<file path="config.mk">
export PLATFORM = sky130hd
export DESIGN_NAME = wb_sched
export DESIGN_NICKNAME = d
export VERILOG_FILES = /design/src/rtl/wb_pkg.sv /design/src/rtl/wb_port_arb.sv /design/src/rtl/wb_sched.sv
export SDC_FILE = /design/constraint.sdc
export NUM_CORES = 1
export LEC_CHECK = 0
export ABC_CLOCK_PERIOD_IN_PS = 1800
export CORE_MARGIN = 2
export CORE_UTILIZATION = 37
export DETAILED_ROUTE_END_ITERATION = 7
export PLACE_DENSITY = 0.78
export SLEW_MARGIN = 15
export SYNTH_ARGS = -nofsm -noshare
export SYNTH_HDL_FRONTEND = slang
export SYNTH_SLANG_ARGS = --single-unit
</file>
<file path="constraint.sdc">
create_clock -name clk -period 1.8 [get_ports clk]
set_input_delay 0.18 -clock clk [delete_from_list [all_inputs] [get_ports clk]]
set_output_delay 0.18 -clock clk [all_outputs]
set_load 0.01 [all_outputs]
</file>
<file path="src/rtl/wb_pkg.sv">
// Shared types for the writeback scheduler: requester names, write-request bundle
// and the hardwired-zero GPR address.
package wb_pkg;

  localparam int WB_XLEN = 32;
  localparam int WB_AW   = 5;

  localparam logic [WB_AW-1:0] GPR_ZERO = 5'd0;

  typedef enum logic [1:0] {
    REQ_LD,
    REQ_ALU,
    REQ_FPU,
    REQ_MOV
  } req_e;

  typedef struct packed {
    logic               valid;
    logic [WB_AW-1:0]   rd;
    logic [WB_XLEN-1:0] data;
  } wb_req_t;

endpackage

</file>
<file path="src/rtl/wb_port_arb.sv">
// One register-file write port: fixed-priority pick of three requesters
// (req0 > req1 > req2, or req2 first when promoted) and a one-cycle output register.
module wb_port_arb
  import wb_pkg::*;
#(
  parameter bit ZERO_NOP = 1'b0
) (
  input  logic               clk,
  input  logic               rstn,
  input  wb_req_t            req0,
  input  wb_req_t            req1,
  input  wb_req_t            req2,
  input  logic               promote,
  output logic [2:0]         grant,
  output logic               we,
  output logic [WB_AW-1:0]   waddr,
  output logic [WB_XLEN-1:0] wdata,
  output logic               finish
);

  wb_req_t sel;
  logic    xfer;

  // Valid/ready: grant is the ready of each requester and is only raised for a
  // valid request, so any grant bit set means a transfer happens this cycle.
  always_comb begin
    grant = 3'b000;
    if (!rstn) begin
      grant = 3'b000;
    end else if (promote && req2.valid) begin
      grant = 3'b100;
    end else if (req0.valid) begin
      grant = 3'b001;
    end else if (req1.valid) begin
      grant = 3'b010;
    end else if (req2.valid) begin
      grant = 3'b100;
    end
  end

  always_comb begin
    sel = '0;
    unique case (grant)
      3'b001:  sel = req0;
      3'b010:  sel = req1;
      3'b100:  sel = req2;
      default: sel = '0;
    endcase
  end

  assign xfer = |grant;

  always_ff @(posedge clk or negedge rstn) begin
    if (!rstn) begin
      we     <= 1'b0;
      finish <= 1'b0;
      waddr  <= '0;
      wdata  <= '0;
    end else begin
      finish <= xfer;
      // A write to the hardwired-zero register retires without touching the file.
      we     <= xfer && !(ZERO_NOP && sel.rd == GPR_ZERO);
      if (xfer) begin
        waddr <= sel.rd;
        wdata <= sel.data;
      end
    end
  end

endmodule

</file>
<file path="src/rtl/wb_sched.sv">
// Writeback scheduler owning the GPR and FPR write ports, with MOV anti-starvation.
// Optional issue-side scoreboard is compiled in with WB_SCOREBOARD_EN.
module wb_sched
  import wb_pkg::*;
#(
  parameter int XLEN         = 32,
  parameter int NREG         = 32,
  parameter int STARVE_LIMIT = 3
) (
  input  logic            clk,
  input  logic            rstn,
  input  logic            alu_valid,
  output logic            alu_ready,
  input  logic [4:0]      alu_rd,
  input  logic [XLEN-1:0] alu_data,
  input  logic            fpu_valid,
  output logic            fpu_ready,
  input  logic [4:0]      fpu_rd,
  input  logic [XLEN-1:0] fpu_data,
  input  logic            mov_valid,
  output logic            mov_ready,
  input  logic [4:0]      mov_rd,
  input  logic [XLEN-1:0] mov_data,
  input  logic            ld_valid,
  output logic            ld_ready,
  input  logic            ld_fp,
  input  logic [4:0]      ld_rd,
  input  logic [XLEN-1:0] ld_data,
  output logic            gpr_we,
  output logic [4:0]      gpr_waddr,
  output logic [XLEN-1:0] gpr_wdata,
  output logic            fpr_we,
  output logic [4:0]      fpr_waddr,
  output logic [XLEN-1:0] fpr_wdata,
  output logic            gpr_finish,
  output logic            fpr_finish,
  input  logic            iss_valid,
  input  logic            iss_fp,
  input  logic [4:0]      iss_rd,
  output logic            iss_ready,
  output logic [NREG-1:0] gpr_busy,
  output logic [NREG-1:0] fpr_busy
);

  localparam logic [1:0] STARVE_LIM = 2'(STARVE_LIMIT);

  wb_req_t    ld_gpr_req, alu_req, ld_fpr_req, fpu_req, mov_req;
  logic [2:0] gpr_grant, fpr_grant;
  logic [1:0] starve_cnt;
  logic       promote;
  logic       unused_gpr_grant;

  always_comb begin
    ld_gpr_req = '{valid: ld_valid && !ld_fp, rd: ld_rd, data: ld_data};
    alu_req    = '{valid: alu_valid,          rd: alu_rd, data: alu_data};
    ld_fpr_req = '{valid: ld_valid && ld_fp,  rd: ld_rd, data: ld_data};
    fpu_req    = '{valid: fpu_valid,          rd: fpu_rd, data: fpu_data};
    mov_req    = '{valid: mov_valid,          rd: mov_rd, data: mov_data};
  end

  // Consecutive-denial counter for MOV; saturates so it cannot wrap back to zero.
  always_ff @(posedge clk or negedge rstn) begin
    if (!rstn) begin
      starve_cnt <= 2'd0;
    end else if (!mov_valid || mov_ready) begin
      starve_cnt <= 2'd0;
    end else if (starve_cnt != 2'd3) begin
      starve_cnt <= starve_cnt + 2'd1;
    end
  end

  assign promote = (starve_cnt >= STARVE_LIM);

  wb_port_arb #(.ZERO_NOP(1'b1)) u_gpr_arb (
    .clk     (clk),
    .rstn    (rstn),
    .req0    (ld_gpr_req),
    .req1    (alu_req),
    .req2    ('0),
    .promote (1'b0),
    .grant   (gpr_grant),
    .we      (gpr_we),
    .waddr   (gpr_waddr),
    .wdata   (gpr_wdata),
    .finish  (gpr_finish)
  );

  wb_port_arb #(.ZERO_NOP(1'b0)) u_fpr_arb (
    .clk     (clk),
    .rstn    (rstn),
    .req0    (ld_fpr_req),
    .req1    (fpu_req),
    .req2    (mov_req),
    .promote (promote),
    .grant   (fpr_grant),
    .we      (fpr_we),
    .waddr   (fpr_waddr),
    .wdata   (fpr_wdata),
    .finish  (fpr_finish)
  );

  assign alu_ready        = gpr_grant[1];
  assign ld_ready         = gpr_grant[0] | fpr_grant[0];
  assign fpu_ready        = fpr_grant[1];
  assign mov_ready        = fpr_grant[2];
  assign unused_gpr_grant = gpr_grant[2];

`ifdef WB_SCOREBOARD_EN
  logic [NREG-1:0] gpr_set, gpr_clr, fpr_set, fpr_clr;

  always_comb begin
    iss_ready = iss_fp ? !fpr_busy[iss_rd]
                       : (iss_rd == GPR_ZERO) || !gpr_busy[iss_rd];
  end

  // The retiring write clears its bit; an issue landing on the same edge wins.
  always_comb begin
    gpr_set = '0;
    fpr_set = '0;
    gpr_clr = '0;
    fpr_clr = '0;
    if (iss_valid && iss_ready) begin
      if (iss_fp)                    fpr_set[iss_rd] = 1'b1;
      else if (iss_rd != GPR_ZERO)   gpr_set[iss_rd] = 1'b1;
    end
    if (gpr_finish) gpr_clr[gpr_waddr] = 1'b1;
    if (fpr_finish) fpr_clr[fpr_waddr] = 1'b1;
  end

  always_ff @(posedge clk or negedge rstn) begin
    if (!rstn) begin
      gpr_busy <= '0;
      fpr_busy <= '0;
    end else begin
      gpr_busy <= (gpr_busy & ~gpr_clr) | gpr_set;
      fpr_busy <= (fpr_busy & ~fpr_clr) | fpr_set;
    end
  end
`else
  logic unused_iss;

  assign unused_iss = ^{iss_valid, iss_fp, iss_rd};
  assign iss_ready  = 1'b1;
  assign gpr_busy   = '0;
  assign fpr_busy   = '0;
`endif

endmodule

</file>
=== Yosys cells after proc, flatten, opt, wreduce, memory -nomap -nowiden ===
Index checks and enable logic that the tools add are counted.

* Add/subtract/negate cells: 1
* Magnitude comparators: 1
* Eq/ne operators: 6
* Mux-type cells: 12
* Bitwise operators: 1
* Reductions and logical operators: 12

{| class="wikitable"
|+ Operator list
! operator !! count
|-
| $pmux 37 s3 || 1
|-
| $pmux 37 s2 || 1
|-
| $mux 3 || 6
|-
| $mux 2 || 4
|-
| $eq 3x1->1 const B || 2
|-
| $eq 3x2->1 const B || 2
|-
| $reduce_or 3->1 || 2
|-
| $logic_not 5->1 || 1
|-
| $logic_and 1x1->1 || 4
|-
| $eq 3x3->1 const B || 1
|-
| $logic_not 1->1 || 3
|-
| $add 2x1->2 const B || 1
|-
| $ge 2x2->1 const B || 1
|-
| $ne 2x2->1 const B || 1
|-
| $reduce_bool 2->1 || 1
|-
| $logic_or 1x1->1 || 1
|-
| $or 1x1->1 || 1
|}

* Flip-flop bits (word level): 79
* Input bits: 162
* Output and inout port bits: 147
* Logic and storage cells: 41

=== Longest topological paths before layout ===
* Word-level depth: 9
* Depth in mapped cells: 9
* Depth with buffers taken out: 7

=== By module ===
From an unflattened synthesis, not the netlist that was laid out.

* Cells, all modules: 503
* Area, all modules: 4815.9 µm²

{| class="wikitable"
|+ By module, submodules not included
! module !! instances !! cells each !! area an instance (µm²) !! seq. area each (µm²)
|-
| wb_port_arb (u_fpr_arb) || 1 || 267 || 2184.6 || 950.9
|-
| wb_port_arb (u_gpr_arb) || 1 || 158 || 2021.9 || 975.9
|-
| wb_sched || 1 || 78 || 609.3 || 50.0
|}

=== Least setup slack after synthesis ===
No wires, ideal clock.

* Kind: in2reg
* From: in ld_fp
* To: reg u_gpr_arb.wdata[22]
* Library setup time: 0.083 ns
* Arrival: 1.578 ns
* Required time: 1.717 ns
* Path slack: 0.140 ns
* Cell stages on the path: 9
* Path buffers: 3
* Cell sequence: clkbuf_1 -> inv_1 -> a21o_1 -> inv_1 -> ha_1 -> buf_2 -> buf_1 -> a22oi_1 -> o21ai_0

* Word-level cells in the longest chain between the ends: 6
* Elaborated cells on any way between the ends: 8
* Classes of those cells: eq/ne (2); mux (3); reduce/logical (3)

{| class="wikitable"
|+ Ends and longest elaborated chain
! what !! line !! source
|-
| start, declared || wb_sched.sv:26 || <nowiki>input logic ld_fp,</nowiki>
|-
| $logic_not 1->1 (*) || wb_sched.sv:54 || <nowiki>ld_gpr_req = '{valid: ld_valid && !ld_fp, rd: ld_rd, data: ld_data};</nowiki>
|-
| $logic_and 1x1->1 (*) || wb_sched.sv:54 ||
|-
| $mux 2 (*) || wb_port_arb.sv:32 || <nowiki>end else if (req0.valid) begin</nowiki>
|-
| $mux 3 (*) || wb_port_arb.sv:28 || <nowiki>if (!rstn) begin</nowiki>
|-
| net alu_ready || wb_sched.sv:13 || <nowiki>output logic alu_ready,</nowiki>
|-
| $eq 3x2->1 or $eq 3x1->1 (tied branches) || wb_port_arb.sv:43 || <nowiki>unique case (grant)</nowiki>
|-
| $pmux 37 s2 || wb_port_arb.sv:43 ||
|-
| end signal, assigned || wb_port_arb.sv:65 || <nowiki>wdata <= sel.data;</nowiki>
|-
| end, declared || wb_port_arb.sv:17 || <nowiki>output logic [WB_XLEN-1:0] wdata,</nowiki>
|}

The timed path passes the listed nets; every way through them passes the cells marked *.
A chain may end at the register's enable or synchronous reset.

=== Final worst setup path ===
* From: reg starve_cnt[0]
* To: out fpu_ready

* Word-level cells in the longest chain between the ends: 4

{| class="wikitable"
|+ Ends and longest elaborated chain
! what !! line !! source
|-
| start, declared || wb_sched.sv:49 || <nowiki>logic [1:0] starve_cnt;</nowiki>
|-
| start signal, assigned || wb_sched.sv:68 || <nowiki>starve_cnt <= starve_cnt + 2'd1;</nowiki>
|-
| $ge 2x2->1 || wb_sched.sv:72 || <nowiki>assign promote = (starve_cnt >= STARVE_LIM);</nowiki>
|-
| $logic_and 1x1->1 || wb_port_arb.sv:30 || <nowiki>end else if (promote && req2.valid) begin</nowiki>
|-
| $mux 3 || wb_port_arb.sv:30 ||
|-
| $mux 3 || wb_port_arb.sv:28 ||
|-
| end, declared || wb_sched.sv:17 || <nowiki>output logic fpu_ready,</nowiki>
|}

No other way between the ends.

==> impl_metrics.ini <==
[power_and_ir_drop]
pwr-share-comb_pct = 30.4
clockPowerShare_pct = 30.6
vdd_ir_drop_max_v = 0.000394
p_leak_nw = 3.24
pwr_density_cell_mw_per_mm2 = 696
p_switching_w = 0.00153
swShare_pct = 29.2
pwr-share-seq_pct = 39.0
p_int_w = 0.00372

[min_path]
hold_path.startpoint = rstn
hp-class = in -> reg

[drt]
vias = 5006
wl_per_cell_um = 19.6
viasPerCell = 5.38
wl_um = 18200
drt_first_pass_iters = 5
drt_iter0_markers = 574
antenna_left = 0
drc_errors = 0

[global_route]
grtUsageTotal_pct = 25.5
grt_max_degree = 40
grt_first_pass_wirelength_um = 27600
grt_antenna_before_repair = 0
grt_overflow = 0
grt_pass1_vias = 5027

[synth]
yosysWarnings = 0
synth-seq-area-share_pct = 40.6
syn_area_mm2 = 0.00487
async_flop_share_pct = 100
synth_edf_count = 0
ys_seq_elements = 79
ys.flop_type = dfrtp_1
synth_cell_types = 30
syn_inst = 530
avgSynthCellArea_um2 = 9.19

[timing]
clock.fmax_mhz = 584
tns_ps = 0
setup_violations = 0
fin_skew_ps = 3.39
hold_viol_final = 0
rsz0062_at_grt = no
min_period_ps = 1710
fin_hold_ws_ps = 432
worstMarginPinSlew_ps = 534
fin_crit_sh_pct = 95.1
relSlewSlack_pct = 64.4
slew_viol_final = 0

[cts]
path_clk_slew_ps = 60
clock_latency_ps = 340
htreeDepth = 3
cts_buffer_depth = 2
cts_made_buffers = 9
cts_root_buf = clkbuf_16
cts_sinks = 79
cts_tree = done

[worst_setup_path]
crit_path_max_incr_delay_ps = 430
required_ps = 1620
arrival_ps = 1530
startpoint_type = flop
r2r-start = starve_cnt[0]$_DFFE_PN0P_
endpoint_kind = output pin
crit_start = starve_cnt[0]$_DFFE_PN0P_
critical-path-top-delay-family = flip-flops
critPathSlowestCell = dfrtp_1
critPathBufInv = 1
crit_chain = ha_4, nand2_1, nand2_2, nor2_1, dlygate4sd2_1
crit_type = reg -> out
path_max_fanout = 5

[run]
max_cap_viol_count = 0

[floorplanning]
die_width_um = 119
start_util_pct = 38.3
num_rows = 41
die_h_um = 119
io_pins = 309
core_mm2 = 0.0127
die-area_mm2 = 0.0141

[placed_design]
postPlaceCellArea_mm2 = 0.00723
io_buffers = 236
gp_congestion = 0.999
place_inst = 912
dp_hpwl_um = 14000

[layout]
fin_util_pct = 59.4
final_cell_area_mm2 = 0.00755
antenna_cells = 0
drive_above_1_share_pct = 9.23
area_growth_pct = 55.0
final_cell_mix = 229 x clkdlybuf4s50_1, 79 x dfrtp_1, 65 x conb_1, 44 x nand2_1, 43 x inv_1
fin_cells = 930
fillers = 1127
final_common_cell = clkdlybuf4s50_1
nNetsFinal = 921

[run_status]
status = complete, no violations
[power groups by stage]
stage / Sequential [W] / Combinational, W / Clock [W]
6_report: 0.00205 / 0.00160 / 0.00161
5_1_grt: 0.00207 / 0.00171 / 0.00170
4_1_cts: 0.00205 / 0.00160 / 0.00164
3_5_place_dp: 0.00207 / 0.00158 / 0
3_3_place_gp: 0.00207 / 0.00155 / 0
2_1_floorplan: 0.00214 / 0.000673 / 0
[per-stage QoR]
stage | setup WS [ps] | total power (W)
floorplan | 140 | 0.00281
global placement | -229 | 0.00362
finish | 88.6 | 0.00525
global route | 29.9 | 0.00548
CTS | 6.04 | 0.00528
detailed placement | -336 | 0.00365
[kinds of logic after synthesis]
family,count (synthesis),share of synthesized area [%]
AO/OA/AOI/OAI,195,30.7
adder cells (fa/ha/maj),4,1.03
buffers and inverters,162,18.5
flip-flops,79,40.6
other,2,0.154
AND/OR/NAND/NOR,88,8.96
[registers in the layout (all words and copies together) (netlist names)]
name and count:
u_fpr_arb.we 1, u_gpr_arb.waddr 5, u_fpr_arb.wdata 32, starve_cnt 2, u_gpr_arb.finish 1, u_gpr_arb.we 1
u_gpr_arb.wdata 32, u_fpr_arb.waddr 5
[synthesized netlist by cell type (4+ instances only)]
cell type,n,share of area (%)
o21ai_0,37,3.8
clkbuf_1,27,2.1
buf_1,4,0.31
a22oi_1,36,5.5
o221ai_1,17,3.1
o221ai_2,20,6.2
nand2_1,45,3.5
buf_2,17,1.7
inv_1,43,3.3
ha_1,4,1.0
a31oi_1,38,4.9
dfrtp_1,79,41
and3_1,37,4.8
o211ai_1,37,5.7
buf_4,69,11
[layout make-up]
cell class	instances	area, µm²	area share [%]
Inverter	43	161	2.14
Tap cell	172	215	2.85
Clock buffer	12	236	3.13
Sequential cell	79	1980	26.2
Timing Repair Buffer	270	2680	35.5
Multi-Input combinational cell	352	2270	30.0
Clock inverter	2	10.0	0.133
[per-layer routing]
metal | routed length (µm) | GRT usage [%]
met1 | 6590 | 27.6
met4 | 881 | 14.5
met2 | 9140 | 44.3
met5 | 0 | 0
met3 | 1640 | 7.48
[worst paths after layout]
kind	end	slack, ps	depth (start not counted)
max in group asynchronous	u_gpr_arb.wdata[13]$_DFFE_PN0P_	840	3
hold / removal	u_gpr_arb.finish$_DFF_PN0_	430	4
setup reg to reg	u_fpr_arb.waddr[1]$_DFFE_PN0P_	230	5
min in group asynchronous	u_fpr_arb.wdata[22]$_DFFE_PN0P_	470	3
hold reg to reg	u_gpr_arb.wdata[8]$_DFFE_PN0P_	490	2
setup / recovery	fpu_ready	90	5
[timing repair]
action	4_1_cts	5_1_grt
endpoints found under the setup margin	4	5
buffers inserted	0	1
resized for setup	10	2
cloned	0	0
hold endpoints to repair	79	0
pin swaps	0	1
hold buffers	3	0
[worst reg2reg max path, cell delays in order (launching register included)]
cell and delay [ps]:
dfrtp_1 430, ha_4 190, nand2_1 60, nand2_2 70, buf_4 440, o221ai_1 220
No activity file was read; power rests on OpenSTA's default activity.
